## src/rtl/vliw_pkg.sv

```systemverilog
// Shared widths and fill-engine state encoding for the VLIW front end.
package vliw_pkg;

    localparam int PC_W   = 28;
    localparam int PACK_W = 128;
    localparam int BUS_W  = 16;
    localparam int BEATS  = PACK_W / BUS_W;
    localparam int BEAT_W = $clog2(BEATS);

    typedef enum logic [1:0] {
        S_IDLE,
        S_FETCH,
        S_DONE,
        S_DRAIN
    } fill_state_e;

endpackage

```

## src/rtl/icache_fill.sv

```systemverilog
// Instruction-cache miss fill engine: reads one 128-bit pack as eight 16-bit
// beats over a req/ack bus and strobes it into the icache for one cycle.
module icache_fill
    import vliw_pkg::*;
(
    input  logic                   clk,
    input  logic                   rst_n,
    input  logic [PC_W-1:0]        curr_PC,
    input  logic                   cache_hit,
    input  logic                   fetch_en,
    input  logic                   invalidate,
    output logic [PACK_W-1:0]      new_entry,
    output logic                   entry_valid,
    output logic                   fill_busy,
    output logic                   mem_req,
    output logic [PC_W+BEAT_W-1:0] mem_addr,
    input  logic                   mem_ack,
    input  logic [BUS_W-1:0]       mem_rdata
);

    fill_state_e        state_q, state_d;
    logic [BEAT_W-1:0]  beat_q, beat_d;
    logic [PC_W-1:0]    fill_pc_q, fill_pc_d;
    logic [PACK_W-1:0]  new_entry_q, new_entry_d;

    always_comb begin
        state_d     = state_q;
        beat_d      = beat_q;
        fill_pc_d   = fill_pc_q;
        new_entry_d = new_entry_q;
        unique case (state_q)
            S_IDLE: begin
                if (fetch_en && !cache_hit && !invalidate) begin
                    fill_pc_d = curr_PC;
                    beat_d    = '0;
                    state_d   = S_FETCH;
                end
            end
            S_FETCH: begin
                if (mem_ack) begin
                    new_entry_d[beat_q*BUS_W +: BUS_W] = mem_rdata;
                    beat_d = beat_q + 1'b1;
                    // A flush coinciding with any ack, even the last, drops the pack.
                    if (invalidate)
                        state_d = S_IDLE;
                    else if (beat_q == BEAT_W'(BEATS - 1))
                        state_d = S_DONE;
                end else if (invalidate) begin
                    state_d = S_DRAIN;
                end
            end
            S_DRAIN: begin
                if (mem_ack)
                    state_d = S_IDLE;
            end
            S_DONE: begin
                state_d = S_IDLE;
            end
            default: state_d = S_IDLE;
        endcase
    end

    always_ff @(posedge clk or negedge rst_n) begin
        if (!rst_n) begin
            state_q     <= S_IDLE;
            beat_q      <= '0;
            fill_pc_q   <= '0;
            new_entry_q <= '0;
        end else begin
            state_q     <= state_d;
            beat_q      <= beat_d;
            fill_pc_q   <= fill_pc_d;
            new_entry_q <= new_entry_d;
        end
    end

    // The icache tags with curr_PC, so a pack for a PC the core has left is dropped.
    assign entry_valid = (state_q == S_DONE) && !invalidate && (curr_PC == fill_pc_q);
    assign fill_busy   = (state_q != S_IDLE);
    assign mem_req     = (state_q == S_FETCH) || (state_q == S_DRAIN);
    assign mem_addr    = {fill_pc_q, beat_q};
    assign new_entry   = new_entry_q;

endmodule

```

## config.mk

```make
export PLATFORM = sky130hd
export DESIGN_NAME = icache_fill
export DESIGN_NICKNAME = d
export VERILOG_FILES = /design/src/rtl/vliw_pkg.sv /design/src/rtl/icache_fill.sv
export SDC_FILE = /design/constraint.sdc
export NUM_CORES = 1
export LEC_CHECK = 0
export CORE_ASPECT_RATIO = 0.5
export CORE_UTILIZATION = 27
export CTS_BUF_LIST = sky130_fd_sc_hd__clkbuf_8 sky130_fd_sc_hd__clkbuf_16
export DETAILED_ROUTE_END_ITERATION = 16
export DONT_BUFFER_PORTS = 1
export PLACE_DENSITY = 0.42
export SETUP_SLACK_MARGIN = 0.05
export SYNTH_ARGS = -nofsm -noshare
export SYNTH_HDL_FRONTEND = slang
export SYNTH_SLANG_ARGS = --single-unit
```

## constraint.sdc

```tcl
create_clock -name clk -period 2.5 [get_ports clk]
set_input_delay 0.375 -clock clk [delete_from_list [all_inputs] [get_ports clk]]
set_output_delay 0.375 -clock clk [all_outputs]
set_load 0.005 [all_outputs]
```

Word-level counts from Yosys, hierarchy flattened. Cells that the tools add are included.

Shifts and indexed selects: 2. Add/subtract/negate cells: 2. Reductions and logical operators: 14. Multiplexer cells: 11. Equal/unequal tests: 10.

Operator list (count): $bwmux 128 (1); $shift 16x34->128 const A (1); $shiftx 16x34->128 (1); $neg 7->34 (1); $eq 28x28->1 (1); $mux 2 (6); $pmux 2 s4 (1); $mux 3 (2); $ne 2x2->1 const B (3); $ne 3x3->1 const B (2); $pmux 3 s2 (1); $eq 2x2->1 const B (2); $logic_and 1x1->1 (4); $reduce_and 2->1 (2); $reduce_and 4->1 (1); $reduce_bool 2->1 (2); $add 3x1->3 const B (1); $eq 3x3->1 const B (1); $reduce_and 3->1 (1); $eq 2x1->1 const B (1); $logic_not 1->1 (2); $logic_not 2->1 (1); $logic_or 1x1->1 (1).

Bits in registers: 161. Logic and storage cells: 43. Output and inout bits: 162. Bits of input ports: 50.

Depth between registers and ports, before layout.
Depth after elaboration: 5. Mapped depth: 8. Mapped depth without buffers: 7.

Worst setup path before layout. No wires, ideal clock.

Path type: flip-flop to flip-flop. Start point: register beat_q[1]. End point: register new_entry_q[112] (netlist: new_entry[112]). Stages on the path, launching flop included: 8. Slack: 0.111 ns. Data required time: 2.375 ns. Data arrival time: 2.265 ns. Clock period less this slack: 2.389 ns. Path buffers: 2. Library setup time: 0.125 ns. Cells stage by stage: dfrtp_1 -> inv_1 -> ha_1 -> ha_1 -> buf_2 -> nor4b_2 -> buf_2 -> mux2_2.

Longest elaborated chain between the ends: 3. Elaborated cells on any way between the ends: 4. Classes of those cells: add/sub: 1; shift: 2; mux: 1.

RTL lines: start: declaration (line icache_fill.sv:22) `logic [BEAT_W-1:0] beat_q, beat_d;`; start signal: assignment (line icache_fill.sv:71) `beat_q <= beat_d;`; $neg 7->34 * (line icache_fill.sv:41) `new_entry_d[beat_q*BUS_W +: BUS_W] = mem_rdata;`; $shiftx 16x34->128 or $shift 16x34->128 (tied branches) (line icache_fill.sv:41); $bwmux 128 * (line icache_fill.sv:41); end signal: assignment (line icache_fill.sv:73) `new_entry_q <= new_entry_d;`; end: declaration (line icache_fill.sv:24) `logic [PACK_W-1:0] new_entry_q, new_entry_d;`.

Mark *: on every way between the ends. The rest lies on a longest branch, timed or not. A chain may end at the register's enable or synchronous reset.

Final worst setup path.
Start point: register fill_pc_q[8]. End point: output entry_valid.

Longest elaborated chain between the ends: 2.

RTL lines: start: declaration (line icache_fill.sv:23) `logic [PC_W-1:0] fill_pc_q, fill_pc_d;`; start signal: assignment (line icache_fill.sv:72) `fill_pc_q <= fill_pc_d;`; $eq 28x28->1 (line icache_fill.sv:78) `assign entry_valid = (state_q == S_DONE) && !invalidate && (curr_PC == fill_pc_q);`; $logic_and 1x1->1 (line icache_fill.sv:78); end: declaration (line icache_fill.sv:13) `output logic entry_valid,`.

No other way between the ends.

==> impl_results.md <==
* Area contributors post-synth: dfrtp_1, mux2_2, mux2_4
* Multiplexer share of the synthesized area at 16.74%
* Largest family of logic cells by synthesized area: multiplexers
* Tightest Pin Transition at 747.0 ps
* Rel. slew slack at 50.15%
* CTS buffer count at 17
* DR vias/cell at 4.557
* Top cells by count, synth: dfrtp_1, nand2_1, mux2_2, nand3_1, inv_1
* Worst-path clk slew at 70 ps
* CTS tree: built
* H-Tree Depth at 4
* Worst R2R Start: beat_q[0]
* Top delay family on crit path: simple AND/OR/NAND/NOR gates
* IO Port Bufs at 0
* Post-Syn Instances at 601
* Boundary pin count at 212
* Clk_lat worst skew at 440 ps
* Initial Util at 27.48%
* Residual DRC count at 4
* Buffer and inverter count on the worst path at 0
* Ys Warns at 0
* Power Dens Cells at 958.5 nW/um2
* Total Neg Setup Slack at 0 ps
* Die area at 27,600 um2
* Crit share post-route at 90.26%
* Antenna viol nets, final at 0
* Failing checks: design-rule violations, negative hold slack
* Drt first pass iters at 11
* Final setup fails at 0
* Final Max Slew Viols at 0
* Worst r2r dst: new_entry[48]
* WHS at -367.9 ps
* Crit-path cells: xor2_1 > nor4_2 > nand4_1 > nor4_4
* Mapped Area at 7263 um2
* Clock Skew at 8.030 ps
* Layout cells sized above 1 at 28.00%
* Seq/Total Area, Yosys at 55.47%
* Die Ht at 118.0 um
* Final hold viol count at 161
* Post-synthesis simple-gate area fraction at 15.88%
* Register bit total from synthesis at 161
* First DRT Iteration DRCs at 205
* Worst R2R Setup Slack at 270 ps
* Vias in the first global route at 4,741
* CP arrival at 1880 ps
* Post-Synth XOR/XNOR Area at 3.376%
* Post-synth ARST share at 100.0%
* CP endpoint: entry_valid
* ANT cells at 0
* RD Place Congestion at 0.7518
* Drt total wl at 19,560 um
* Core area at 26,430 um2
* Worst stage delay on the critical path at 410 ps
* Antenna violations before repair at 0
* Max Freq at 443.2 MHz
* First-pass GRT wire length at 30,700 um
* Cell row count at 42
* Area grow syn2layout at 14.95%
* Layout Nets at 669
* CP Max Fanout at 3
* EDFF count, synth at 0
* Mapped Avg Cell Area at 12.09 um2
* Layout Utilization at 31.59%
* Cell with the most instances after synthesis: dfrtp_1
* Crit Path Class: reg -> out
* Worst VDD drop at 0.4430 mV
* Critical Path Start Type: flip-flop
* Slowest-stage cell, CP: dfrtp_1
* CTS max path bufs at 2
* Worst hold path type: in -> async
* Filler Cell Count at 2,661
* R2R cell count at 7
* GRT Resource Usage Total at 15.14%
* Mapped Nets at 658
* Crit. Startpoint: fill_pc_q[8]
* Overflow after GRT at 0
* Die W at 234.0 um
* DR vias at 4,452
* Leading area contributor after synthesis: dfrtp_1
* Ys flop type: dfrtp_1
* CP required at 2120 ps
* Post-CTS setup buffers at 0
* Largest net degree at the start of global routing at 162
* Status: finished, violations left
* RSZ-0062 raised after global routing: false
* Number of max-cap violations at 0
* Distinct cells, synth at 38
* DP Wirelength at 13,550 um
* Leakage at 4.118 nW
* Clock sink total at 161
* Compound-Gate Fraction of Synth Area at 2.808%
* CTS root buf: clkbuf_16
* Critical Path Stages at 4
* Crit path time final at 2257 ps
* Post-synth top area share at 55.47%
* Setup crit end kind: primary output
* Avg WL per Cell at 20.02 um
* Post-synthesis adder-cell area fraction at 1.206%
[per-layer routing]
metal	GRT usage, %	wire, um	vias up	part of all wire [%]
met5	0	0	-	0
met4	4.140	184	0	0.94
met3	5.087	1024	11	5.2
met2	24.69	9801	100	50
met1	19.00	8544	2300	44
li1	-	-	2041	-
[worst reg2reg max path, stage by stage (launching register included)]
cell     delay (ps)
dfrtp_1         360
inv_2            60
ha_1            210
ha_2            480
o31ai_4         190
nor2_4          130
buf_4           300
mux2_2          380
[sequential cells by signal (all words and copies together) (netlist names)]
| signal | cells |
|---|---|
| fill_pc_q | 28 |
| new_entry | 128 |
| state_q | 2 |
| beat_q | 3 |
[cell type report]
cell class	count	area (um2)	area share, %
clock buffers	18	439.2	5.260
clock inverters	14	152.6	1.828
inverters	33	123.9	1.484
multi-input cells	376	2967	35.53
flip-flops and latches	161	4029	48.25
well taps	352	440.4	5.275
repair buffers	23	197.7	2.368
[placed cells by master (no fill, tap or decap), types with 3 or more instances in the layout]
master       n
dfrtp_1    161
and2_1      23
buf_4       21
clkinv_4     3
o21ai_0     31
ha_1         6
nand3_1     33
nand4_1      4
nor2_4       3
nand2_1     88
nor3_4       4
clkbuf_16   17
nor4_2       3
mux2_4      30
xnor2_1      9
and3_1      27
inv_1       33
nor2_1       5
mux2_2      68
xor2_1      19
inv_6        6
o31ai_1      3
[worst min-delay path by stage]
stage	startpoint	end	slack, ps	cells past startpoint
2_1_floorplan	rst_n	beat_q[0]	80	0
3_3_place_gp	rst_n	new_entry[90]	90	0
3_5_place_dp	rst_n	new_entry[90]	90	0
4_1_cts	rst_n	new_entry[60]	-400	0
5_1_grt	rst_n	new_entry[103]	-410	0
6_report	rst_n	new_entry[26]	-370	0
[per-stage QoR]
| stage | cell area (um2) | power [mW] | setup WS [ps] | cells |
|---|---|---|---|---|
| 3_3_place_gp | 7715 | 5.342 | 179.3 | 945 |
| 4_1_cts | 8332 | 8.133 | 106.5 | 977 |
| 5_1_grt | 8349 | 8.484 | 58.60 | 977 |
| 2_1_floorplan | 7263 | 4.771 | 110.8 | 601 |
| 3_5_place_dp | 7715 | 5.376 | 144.3 | 945 |
| 6_report | 8349 | 8.003 | 243.4 | 977 |
[kinds of logic (layout without fill, tap and decap cells)]
group / after synthesis / in the layout
xor gates and xnor gates: 28 / 28
buffers and inverters: 64 / 88
and+or+nand+nor: 207 / 207
DFF: 161 / 161
muxes: 98 / 98
AOI/OAI and AO/OA: 36 / 36
adders and majority gates: 7 / 7
[timing repair]
item                                    CTS  global route
hold endpoints to repair                161           161
resized for setup                         4             3
gates cloned                              0             0
endpoints found under the setup margin    1            53
pin swaps                                 1             2
[report_power, final]
group          internal (mW)  switching, mW  total [mW]
combinational          0.739          0.952        1.69
sequential              3.12          0.513        3.63
clock                   1.51           1.16        2.68
total                   5.38           2.63        8.00
No activity file was read; power rests on OpenSTA's default activity.
